[src/rtl/bus_pkg.sv]
// Shared types for the 68000 bus sequencer: FSM states, address regions,
// the address-map nibbles and the registered output bundle.
package bus_pkg;

  typedef enum logic [2:0] {IDLE, WAIT, ACK, PERIPH, TOUT, ERR} state_t;

  typedef enum logic [2:0] {
    REG_ROM, REG_RAM, REG_LED, REG_ACIA, REG_GPIO, REG_NONE
  } region_t;

  // Address map on addr[15:12]; addr[23:16] is not decoded, so regions mirror.
  localparam logic [3:0] NIB_ROM  = 4'h0;
  localparam logic [3:0] NIB_RAM  = 4'h1;
  localparam logic [3:0] NIB_LED  = 4'h2;
  localparam logic [3:0] NIB_ACIA = 4'h3;
  localparam logic [3:0] NIB_GPIO = 4'h4;

  typedef struct packed {
    logic       dtack_n;
    logic       vpa_n;
    logic       berr_n;
    logic       rom_cs;
    logic       ram_cs;
    logic       ram_we;
    logic [1:0] ram_mask;
    logic       led_cs;
    logic       acia_cs;
    logic       gpio_cs;
  } bus_out_t;

  localparam bus_out_t OUT_IDLE = '{dtack_n: 1'b1, vpa_n: 1'b1, berr_n: 1'b1, default: '0};

endpackage

[src/rtl/bus_decode.sv]
// Combinational region decode of addr[15:12]; the single definition of the map.
module bus_decode
  import bus_pkg::*;
(
  input  logic [3:0] nibble,
  output region_t    region
);

  always_comb begin
    case (nibble)
      NIB_ROM:  region = REG_ROM;
      NIB_RAM:  region = REG_RAM;
      NIB_LED:  region = REG_LED;
      NIB_ACIA: region = REG_ACIA;
      NIB_GPIO: region = REG_GPIO;
      default:  region = REG_NONE;
    endcase
  end

endmodule

[src/rtl/bus_ctrl.sv]
// 68000 bus-cycle sequencer: decodes each AS cycle, drives registered selects
// and terminates it with DTACKn (ROM/RAM), VPAn (peripherals) or BERRn (timeout).
module bus_ctrl
  import bus_pkg::*;
#(
  parameter int unsigned ROM_WAIT = 0,
  parameter int unsigned RAM_WAIT = 0,
  parameter int unsigned TIMEOUT  = 255
) (
  input  logic        clk,
  input  logic        reset,
  input  logic        as_n,
  input  logic        rw,
  input  logic        uds_n,
  input  logic        lds_n,
  input  logic        vma_n,
  input  logic [23:1] addr,
  output logic        dtack_n,
  output logic        vpa_n,
  output logic        berr_n,
  output logic        rom_cs,
  output logic        ram_cs,
  output logic        ram_we,
  output logic [1:0]  ram_mask,
  output logic        led_cs,
  output logic        acia_cs,
  output logic        gpio_cs
);

  state_t     state_q, state_d;
  logic [7:0] cnt_q, cnt_d;
  region_t    region_q, region_d;
  logic       rw_q, rw_d;
  logic [1:0] mask_d;
  bus_out_t   outs_q, outs_d;
  region_t    dec_region;

  logic unused_addr_bits;
  assign unused_addr_bits = ^{addr[23:16], addr[11:1]};

  bus_decode u_decode (
    .nibble (addr[15:12]),
    .region (dec_region)
  );

  always_comb begin
    // NOTE: every always_comb target gets a default first so no path leaves it unassigned (no latch).
    state_d  = state_q;
    cnt_d    = cnt_q;
    region_d = region_q;
    rw_d     = rw_q;
    mask_d   = outs_q.ram_mask;

    case (state_q)
      IDLE: begin
        if (!as_n) begin
          region_d = dec_region;
          rw_d     = rw;
          mask_d   = {~uds_n, ~lds_n};
          case (dec_region)
            REG_ROM: begin
              cnt_d   = 8'(ROM_WAIT);
              state_d = WAIT;
            end
            REG_RAM: begin
              cnt_d   = 8'(RAM_WAIT);
              state_d = WAIT;
            end
            REG_NONE: begin
              cnt_d   = 8'(TIMEOUT - 1);
              state_d = TOUT;
            end
            default: state_d = PERIPH;
          endcase
        end
      end
      WAIT: begin
        if (cnt_q == '0) state_d = ACK;
        else             cnt_d   = cnt_q - 8'd1;
      end
      TOUT: begin
        if (cnt_q == '0) state_d = ERR;
        else             cnt_d   = cnt_q - 8'd1;
      end
      default: ;
    endcase

    // A released strobe ends any cycle, including aborts and CPU reset.
    if (state_q != IDLE && as_n) state_d = IDLE;

    // Outputs are decoded from the next state so they appear registered.
    outs_d = OUT_IDLE;
    if (state_d != IDLE) begin
      outs_d.ram_mask = mask_d;
      outs_d.dtack_n  = (state_d != ACK);
      outs_d.vpa_n    = (state_d != PERIPH);
      outs_d.berr_n   = (state_d != ERR);
      outs_d.rom_cs   = (state_d inside {WAIT, ACK}) && (region_d == REG_ROM);
      outs_d.ram_cs   = (state_d inside {WAIT, ACK}) && (region_d == REG_RAM);
      outs_d.ram_we   = (state_q == WAIT) && (state_d == ACK) &&
                        (region_d == REG_RAM) && !rw_d;
      outs_d.led_cs   = (state_d == PERIPH) && (region_d == REG_LED)  && !vma_n;
      outs_d.acia_cs  = (state_d == PERIPH) && (region_d == REG_ACIA) && !vma_n;
      outs_d.gpio_cs  = (state_d == PERIPH) && (region_d == REG_GPIO) && !vma_n;
    end
  end

  // NOTE: sequential state uses non-blocking assignments so all flops update together.
  always_ff @(posedge clk) begin
    if (reset) begin
      state_q  <= IDLE;
      cnt_q    <= '0;
      region_q <= REG_NONE;
      rw_q     <= 1'b1;
      outs_q   <= OUT_IDLE;
    end else begin
      state_q  <= state_d;
      cnt_q    <= cnt_d;
      region_q <= region_d;
      rw_q     <= rw_d;
      outs_q   <= outs_d;
    end
  end

  assign dtack_n  = outs_q.dtack_n;
  assign vpa_n    = outs_q.vpa_n;
  assign berr_n   = outs_q.berr_n;
  assign rom_cs   = outs_q.rom_cs;
  assign ram_cs   = outs_q.ram_cs;
  assign ram_we   = outs_q.ram_we;
  assign ram_mask = outs_q.ram_mask;
  assign led_cs   = outs_q.led_cs;
  assign acia_cs  = outs_q.acia_cs;
  assign gpio_cs  = outs_q.gpio_cs;

endmodule
[config.mk]
export PLATFORM = sky130hd
export DESIGN_NAME = bus_ctrl
export DESIGN_NICKNAME = d
export VERILOG_FILES = /design/src/rtl/bus_pkg.sv /design/src/rtl/bus_decode.sv /design/src/rtl/bus_ctrl.sv
export SDC_FILE = /design/constraint.sdc
export NUM_CORES = 1
export LEC_CHECK = 0
export CORE_ASPECT_RATIO = 0.7
export CORE_MARGIN = 1.5
export CORE_UTILIZATION = 40
export CTS_CLUSTER_SIZE = 10
export DETAILED_ROUTE_END_ITERATION = 10
export GPL_TIMING_DRIVEN = 0
export PLACE_DENSITY = 0.72
export SLEW_MARGIN = 20
export SYNTH_ARGS = -nofsm -noshare
export SYNTH_HDL_FRONTEND = slang
export SYNTH_SLANG_ARGS = --single-unit
[constraint.sdc]
create_clock -name clk -period 1.8 [get_ports clk]
set_clock_uncertainty 0.2 [all_clocks]
set_input_delay 0.27 -clock clk [delete_from_list [all_inputs] [get_ports clk]]
set_output_delay 0.27 -clock clk [all_outputs]
set_load 0.03 [all_outputs]
* After elaboration in Yosys (flattened, before gate mapping) *
Index checks and enable logic that the tools add are counted.

storage, ports and cells
  register bits = 26
  input bits = 30

cells by class
  add/sub/neg operators = 1
  equal/unequal tests = 21
  multiplexer cells = 15
  bitwise gates (word level) = 4
  reduce and logical (&&, ||, !) cells = 28

operator list
  cell                   number
  $pmux W8 S2            2
  $mux W3                6
  $mux W8                2
  $pmux W3 S5            1
  $eq A3 B1 Y1 const B   4
  $eq A3 B2 Y1 const B   4
  $logic_and A1 B1 Y1    12
  $eq A3 B3 Y1 const B   3
  $logic_not A3 Y1       3
  $pmux W3 S3            1
  $eq A4 B2 Y1 const B   2
  $logic_not A8 Y1       1
  $sub A8 B1 Y8 const B  1
  $ne A3 B2 Y1 const B   2
  $ne A3 B3 Y1 const B   2
  $pmux W3 S2            1
  $reduce_bool A3 Y1     2
  $reduce_or A2 Y1       3
  $eq A4 B1 Y1 const B   1
  $eq A4 B3 Y1 const B   1
  $logic_not A4 Y1       1
  $ne A2 B2 Y1 const B   2
  $not A1 Y1             4
  $reduce_and A4 Y1      1
  other kinds (4)        7

* Logic depth before layout (Yosys ltp) *
Gate-level depths: netlist of the first run.

  depth in word-level cells = 12
  depth in mapped cells = 7

* By module *
A second synthesis of the first run with hierarchy kept.

unflattened totals
  cells, all modules = 164
  area, all modules = 1430.1 um2

modules (own cells, without submodules)
  module      times used  cells an instance  area each (um2)  seq. area each (um2)
  bus_ctrl    1           161                1407.6           520.5
  bus_decode  1           3                  22.5             0.0

* Worst setup path after synthesis of the first run *
No wires, ideal clock.

  path kind = reg-to-reg
  from = register cnt_q[0]
  to = register outs_q, in the netlist ram_cs
  setup time = 66 ps
  data arrival time = 1762 ps
  data required time = 1534 ps
  path slack = -228 ps
  stages on the path, launching flop included = 7
  buffers on the path = 0
  period minus slack after synthesis = 2028 ps
  path through = dfxtp_1 > inv_1 > ha_1 > or3b_4 > o311a_1 > or4_1 > nor2_1

on the way
  longest elaborated chain between the ends = 7
  elaborated cells on any way between the ends = 12

ends and longest elaborated chain
  item                                                     line                            source
  start: declaration                                       bus_ctrl.sv:31                  logic [7:0] cnt_q, cnt_d;
  start signal: assignment                                 bus_ctrl.sv:118                 cnt_q <= cnt_d;
  $logic_not A8 Y1 (*)                                     bus_ctrl.sv:78, bus_ctrl.sv:82
  $mux W3, on equally long branches                        bus_ctrl.sv:82, bus_ctrl.sv:78
  $pmux W3 S3 (*)                                          bus_ctrl.sv:54                  case (state_q)
  $mux W3 (*)                                              bus_ctrl.sv:89                  if (state_q != IDLE && as_n) state_d = IDLE;
  $eq A3 B1 Y1, or another cell as far along               bus_ctrl.sv:99                  outs_d.ram_cs = (state_d inside {WAIT, ACK}) && (region_d == REG_RAM);
  $reduce_bool A2 Y1 or $not A1 Y1 (tied branches)         n/a
  $logic_and A1 B1 Y1 or $reduce_or A2 Y1 (tied branches)  n/a
  end signal: assignment                                   bus_ctrl.sv:121                 outs_q <= outs_d;
  end: declaration                                         bus_ctrl.sv:35                  bus_out_t outs_q, outs_d;

Mark *: on every way between the ends. The rest lies on a longest branch, timed or not.
A chain may end at the register's enable or synchronous reset.

* Final worst setup path of the first run *
Ends and elaborated chain as after synthesis.

==> metrics, run 1 <==
slack of the critical path -0.2485 ns; final setup fails 18; layout net count 239; R2R Path End ram_cs; CTS root buf clkbuf_8; first-pass GRT wire length 7314 um; Max FO, Critical Path 3; Reg2Reg Setup Slack -0.25 ns; top_reg_cell synth dfxtp_1; Top Ports 41; leading area contributor after synthesis dfxtp_1; Total Wirelength 4685 um; R2R cell count 6; Commonest cells post-synth dfxtp_1 (26), nand2_1 (14), nor2_1 (13), a21oi_1 (10), nor3_1 (10); Min-Delay Path Class in2reg; antenna cell count 0; Congestion Overflow GR 0; Startpoint Class flip-flop; initial core utilization 0.4258; Peak VDD IR 0.4984 mV; RSZ-0062 raised after global routing true; clk slew on worst S/H paths 0.09 ns; Mapped Nets 195; Via Count 1537; # fillers 260; maxcap violations 0; overall routing resource usage 0.2552; Clock Tree Buf Depth 2; Die Area 0.003784 mm^2; number of buffers created by CTS 3; Yosys top cell area share 0.3806; vias in the first global route 1459; EDFF count, synth 0; Hold Path Sink region_q[1]; Syn Inst Count 163; f_max 0.4882 GHz; Pwr Total 1.867 mW; largest cells by area after synthesis dfxtp_1 (38%), o32ai_1 (4.5%), nand2_1 (3.8%), a21oi_1 (3.7%), nor3_1 (3.7%); DR WL/cell 18.52 um; measured slew at the worst slew-check pin 0.6413 ns; routed vias/inst 6.075; DRC viols 0; htree depth 1; layout cell share with drive strength beyond 1 0.3301; most common cell in the synthesized netlist dfxtp_1; synthesized flop and latch total 26; Placer Congestion 0.9169; Syn-to-layout area delta 46.75%; final period utilization 1.138; largest net degree at the start of global routing 15; worst hold slack 0.1163 ns; status complete, but fails checks; hold path start addr[13]; sequential share of the synthesized area 0.3806; post-synthesis cell area 0.001368 mm^2; die width 72.89 um; failing checks negative setup slack; Tmin final 2.048 ns; DRT iter0 DRCs 149; Final ANT Viol Nets 0; Worst Setup End Kind flip-flop; final hold viol count 0; DRT Pass-1 Iters 4; core area 0.003212 mm^2; # clock sinks 26; Worst Setup Path Type reg2reg; CTS tree built; port bufs 21; Pleak 0.7364 nW; synth warn 0; Netlist cell types 46; Die Ht 51.92 um; Worst EP required 1.83 ns; Rel. slew slack 0.5689; Pwr per Cell Area 930.2 mW/mm^2; syn_area_per_cell 8.390 um^2; Worst Hold Depth 3; initial antenna violation count 0; Worst R2R Start cnt_q[0]; Placement Setup Slack -0.9326 ns; max-slew violations 0; Cell Rows 17; dpl hpwl 2769 um; WP data arrival 2.08 ns; async set-reset flop share out of synthesis 0; clk_lat worst skew 0.28 ns
final cells by class:
type	instances	area (um^2)	area share
Sequential cell	26	524.3	0.2612
Multi-Input combinational cell	120	943.4	0.4701
Inverter	9	33.78	0.01683
Clock buffer	4	55.05	0.02743
Tap cell	47	58.81	0.02930
Timing Repair Buffer	40	351.6	0.1752
Buffer	7	40.04	0.01995
how the worst max path moves through the flow:
stage,from,end,slack [ns],cells after the start
2_1_floorplan,cnt_q[0],ram_cs,-0.20,6
3_3_place_gp,as_n,cnt_q[4],-0.79,6
3_5_place_dp,as_n,cnt_q[2],-0.93,6
4_1_cts,cnt_q[0],rom_cs,-0.23,6
5_1_grt,cnt_q[0],ram_cs,-0.29,6
6_report,cnt_q[0],ram_cs,-0.25,6
layer usage:
layer / wire length (um) / vias to the layer above / global-route usage / part of all wire
met5: 0 / - / 0 / 0
met4: 52 / 0 / 0.09434 / 0.011
met3: 355 / 6 / 0.04457 / 0.076
met2: 2266 / 86 / 0.4159 / 0.48
met1: 2010 / 738 / 0.3393 / 0.43
li1: - / 707 / - / -
stage by stage:
stage                     instances  TNS [ns]    util  instance area [um^2]
after global placement          231    -11.76  0.5103                  1639
after CTS                       251    -2.098  0.6085                  1954
after detailed placement        231    -13.35  0.5103                  1639
after floorplan                 163    -1.592       -                  1370
after global routing            253    -3.713  0.6249                  2007
final                           253    -2.503  0.6249                  2007
layout by cell type (no fill, tap or decap), types with 2 or more instances in the layout:
cell type and instances:
dfxtp_1 23, buf_4 18, clkdlybuf4s50_1 16, nand2_1 13, nor2_1 11, nor3_1 10
a21oi_1 9, nand3_1 8, inv_1 6, a31oi_1 5, o32ai_1 5, a22oi_1 4
clkbuf_8 4, buf_2 3, or4_4 3, o21ai_0 3, dfxtp_2 3, inv_2 2
clkbuf_4 2, nor4_4 2, or4_1 2, clkbuf_1 2, or3b_4 2, and2_4 2
o32ai_2 2, o211ai_1 2, nor3b_2 2, nor2_2 2, a211oi_1 2, clkdlybuf4s15_2 2
buf_6 2
kinds of logic after synthesis:
family,after synthesis,share of synthesized area
xor+xnor,2,0.01281
compound gates,45,0.2379
fa+ha+maj,2,0.01830
flops,26,0.3806
buf+inv,17,0.04940
mux,1,0.007320
simple gates,70,0.2937
sequential cells by signal, indices dropped and copies added (netlist names):
signal	cells
cnt_q	8
ram_we	1
state_q	3
ram_mask	2
rom_cs	1
led_cs	1
gpio_cs	1
berr_n	1
dtack_n	1
ram_cs	1
region_q	3
vpa_n	1
rw_q	1
acia_cs	1
power breakdown:
part	switching [mW]	internal, mW	leakage (nW)
Sequential	0.0656	0.626	0.214
Clock	0.200	0.196	0.0288
Combinational	0.413	0.366	0.494
Total	0.678	1.19	0.736
critical path, stage by stage (launching register included):
cell and delay, ns:
dfxtp_2 0.34, inv_2 0.07, ha_4 0.13, or3b_4 0.38
o311a_1 0.34, or4_4 0.44, nor2_2 0.09
what timing repair did:
action | 4_1_cts | 5_1_grt
pin swaps | 13 | 5
setup endpoints to repair | 19 | 19
gates resized for setup | 45 | 10
hold buffers | 0 | 0
endpoints found under the hold margin | 0 | 0
setup buffers | 17 | 2
(Power assumes the default switching activity.)
==> run 2: changes to the inputs <==
- CORE_MARGIN: 1.5 -> 2
- CTS_CLUSTER_DIAMETER: default -> 200
- DONT_BUFFER_PORTS: default -> 1
- PLACE_DENSITY: 0.72 -> default
==> metrics, run 2 (same netlist as run 1, synthesis figures left out) <==
status complete, but fails checks; failing checks negative setup slack; CTS tree built; Total Wirelength 4240 um; layout net count 228; Top Ports 41; DRC viols 0; clk slew on worst S/H paths 0.09 ns; Switching Power 678.6 uW; # fillers 267; post-layout util 0.5995; f_max 0.4812 GHz; Cell Rows 17; die width 73.89 um; measured slew at the worst slew-check pin 0.6009 ns; Tmin final 2.078 ns; RSZ-0062 raised after global routing true; clock share of power 0.246; Pwr per Cell Area 1048 mW/mm^2; Pint 1.339 mW; Sum Neg Setup Slack -3.504 ns; DR WL/cell 17.52 um; area of the multi-input gates 943.4 um^2; Placement Setup Slack -0.5216 ns; commonest non-fill, non-tap cell in the layout dfxtp_1; final period utilization 1.154; Max FO, Critical Path 2; top flop regs cnt_q (8), region_q (3), state_q (3); core area 0.003212 mm^2; Worst EP required 1.83 ns; clk_lat worst skew 0.28 ns; # clock sinks 26; routed vias/inst 6.124; initial antenna violation count 0; dpl cells 210; sequential power share 0.346; Die Area 0.003910 mm^2; antenna cell count 0; Die Ht 52.92 um; Layout Cells excl Fill 242; Final ANT Viol Nets 0; overall routing resource usage 0.2272; htree depth 1; final hold viol count 0; Pleak 0.7087 nW; slack of the critical path -0.2780 ns; CTS root buf clkbuf_8; port bufs 0; WP data arrival 2.10 ns; dpl hpwl 2482 um; DRT iter0 DRCs 154; max-slew violations 0; Congestion Overflow GR 0; Peak VDD IR 0.4279 mV; sequential cell area 526.8 um^2; largest net degree at the start of global routing 16; Min-Delay Path Class in2reg; most frequent cells in the layout dfxtp_1 (21), buf_4 (18), nand2_1 (13); max reg flops 8; layout cell share with drive strength beyond 1 0.3436; Worst Setup Path Type reg2reg; initial core utilization 0.4258; number of buffers created by CTS 3; DRT Pass-1 Iters 5; Clock Tree Buf Depth 2; Via Count 1482; Placer Congestion 0.9260; Startpoint Class flip-flop; final setup fails 18; switch share 0.3364; maxcap violations 0; Syn-to-layout area delta 40.81%; Rel. slew slack 0.5960; Worst Setup End Kind flip-flop; Biggest register cnt_q; vias in the first global route 1377; first-pass GRT wire length 6686 um; power share of the combinational group 0.408
run 2: cell types whose count changed in the layout (fill, tap and decap cells not counted), sizes merged:
cell           previous run  this run
clkdlybuf4s50            16         0
dlygate4sd3               0         7
clkdlybuf4s15             2         0
dlygate4sd2               1         0
clkbuf                    9         6
bufinv                    0         1
buf                      23        26
run 2: area by class of cell:
type                       count  area share
sequential                    26      0.2736
clock buffer                   3     0.02144
clock inverter                 1     0.01559
buffer                         7     0.01949
multi-input combinational    120      0.4899
tap                           47     0.03054
inverter                       9     0.01754
timing repair buffer          29      0.1319
run 2: timing repair:
action | 4_1_cts | 5_1_grt
setup endpoints to repair | 19 | 19
pin swaps | 10 | 10
hold endpoints to repair | 10 | 0
gates resized for setup | 34 | 9
hold buffers | 7 | 0
setup buffers | 16 | 6
run 2: layer usage:
metal | global-route usage | share of wire | vias up | wire, um
li1 | - | - | 688 | -
met1 | 0.3329 | 0.49 | 720 | 2064
met2 | 0.3318 | 0.43 | 64 | 1834
met3 | 0.04762 | 0.065 | 10 | 277
met4 | 0.06667 | 0.015 | 0 | 63
met5 | 0 | 0 | - | 0
run 2: worst paths after layout:
check	startpoint	end	slack, ns	cells past startpoint
worst max register to register	cnt_q[0]	rom_cs	-0.28	6
worst min register to register	rw_q	rw_q	0.32	2
worst max-delay path	cnt_q[0]	rom_cs	-0.28	6
worst min-delay path	addr[15]	region_q[2]	0.03	2
run 2: critical path: stages, from the launching register on:
cell and delay (ns):
dfxtp_2 0.34, inv_2 0.07, ha_4 0.14, or3b_4 0.38, o311a_1 0.29, or4_4 0.51
nor2_2 0.09
run 2: power groups by stage:
stage | Sequential, mW | Combinational (mW) | Clock [mW]
final | 0.698 | 0.823 | 0.497
after floorplan | 0.684 | 0.372 | 0
after CTS | 0.690 | 0.721 | 0.502
after global routing | 0.703 | 0.889 | 0.532
after global placement | 0.695 | 0.453 | 0
after detailed placement | 0.697 | 0.461 | 0
run 2: stage by stage:
step	hold slack [ns]	power, mW	cell area [um^2]
after floorplan	0.1646	1.057	1370
after global placement	0.1676	1.148	1429
after detailed placement	0.1699	1.158	1429
after CTS	0.008896	1.914	1839
after global routing	0.04749	2.124	1926
final	0.03321	2.017	1926
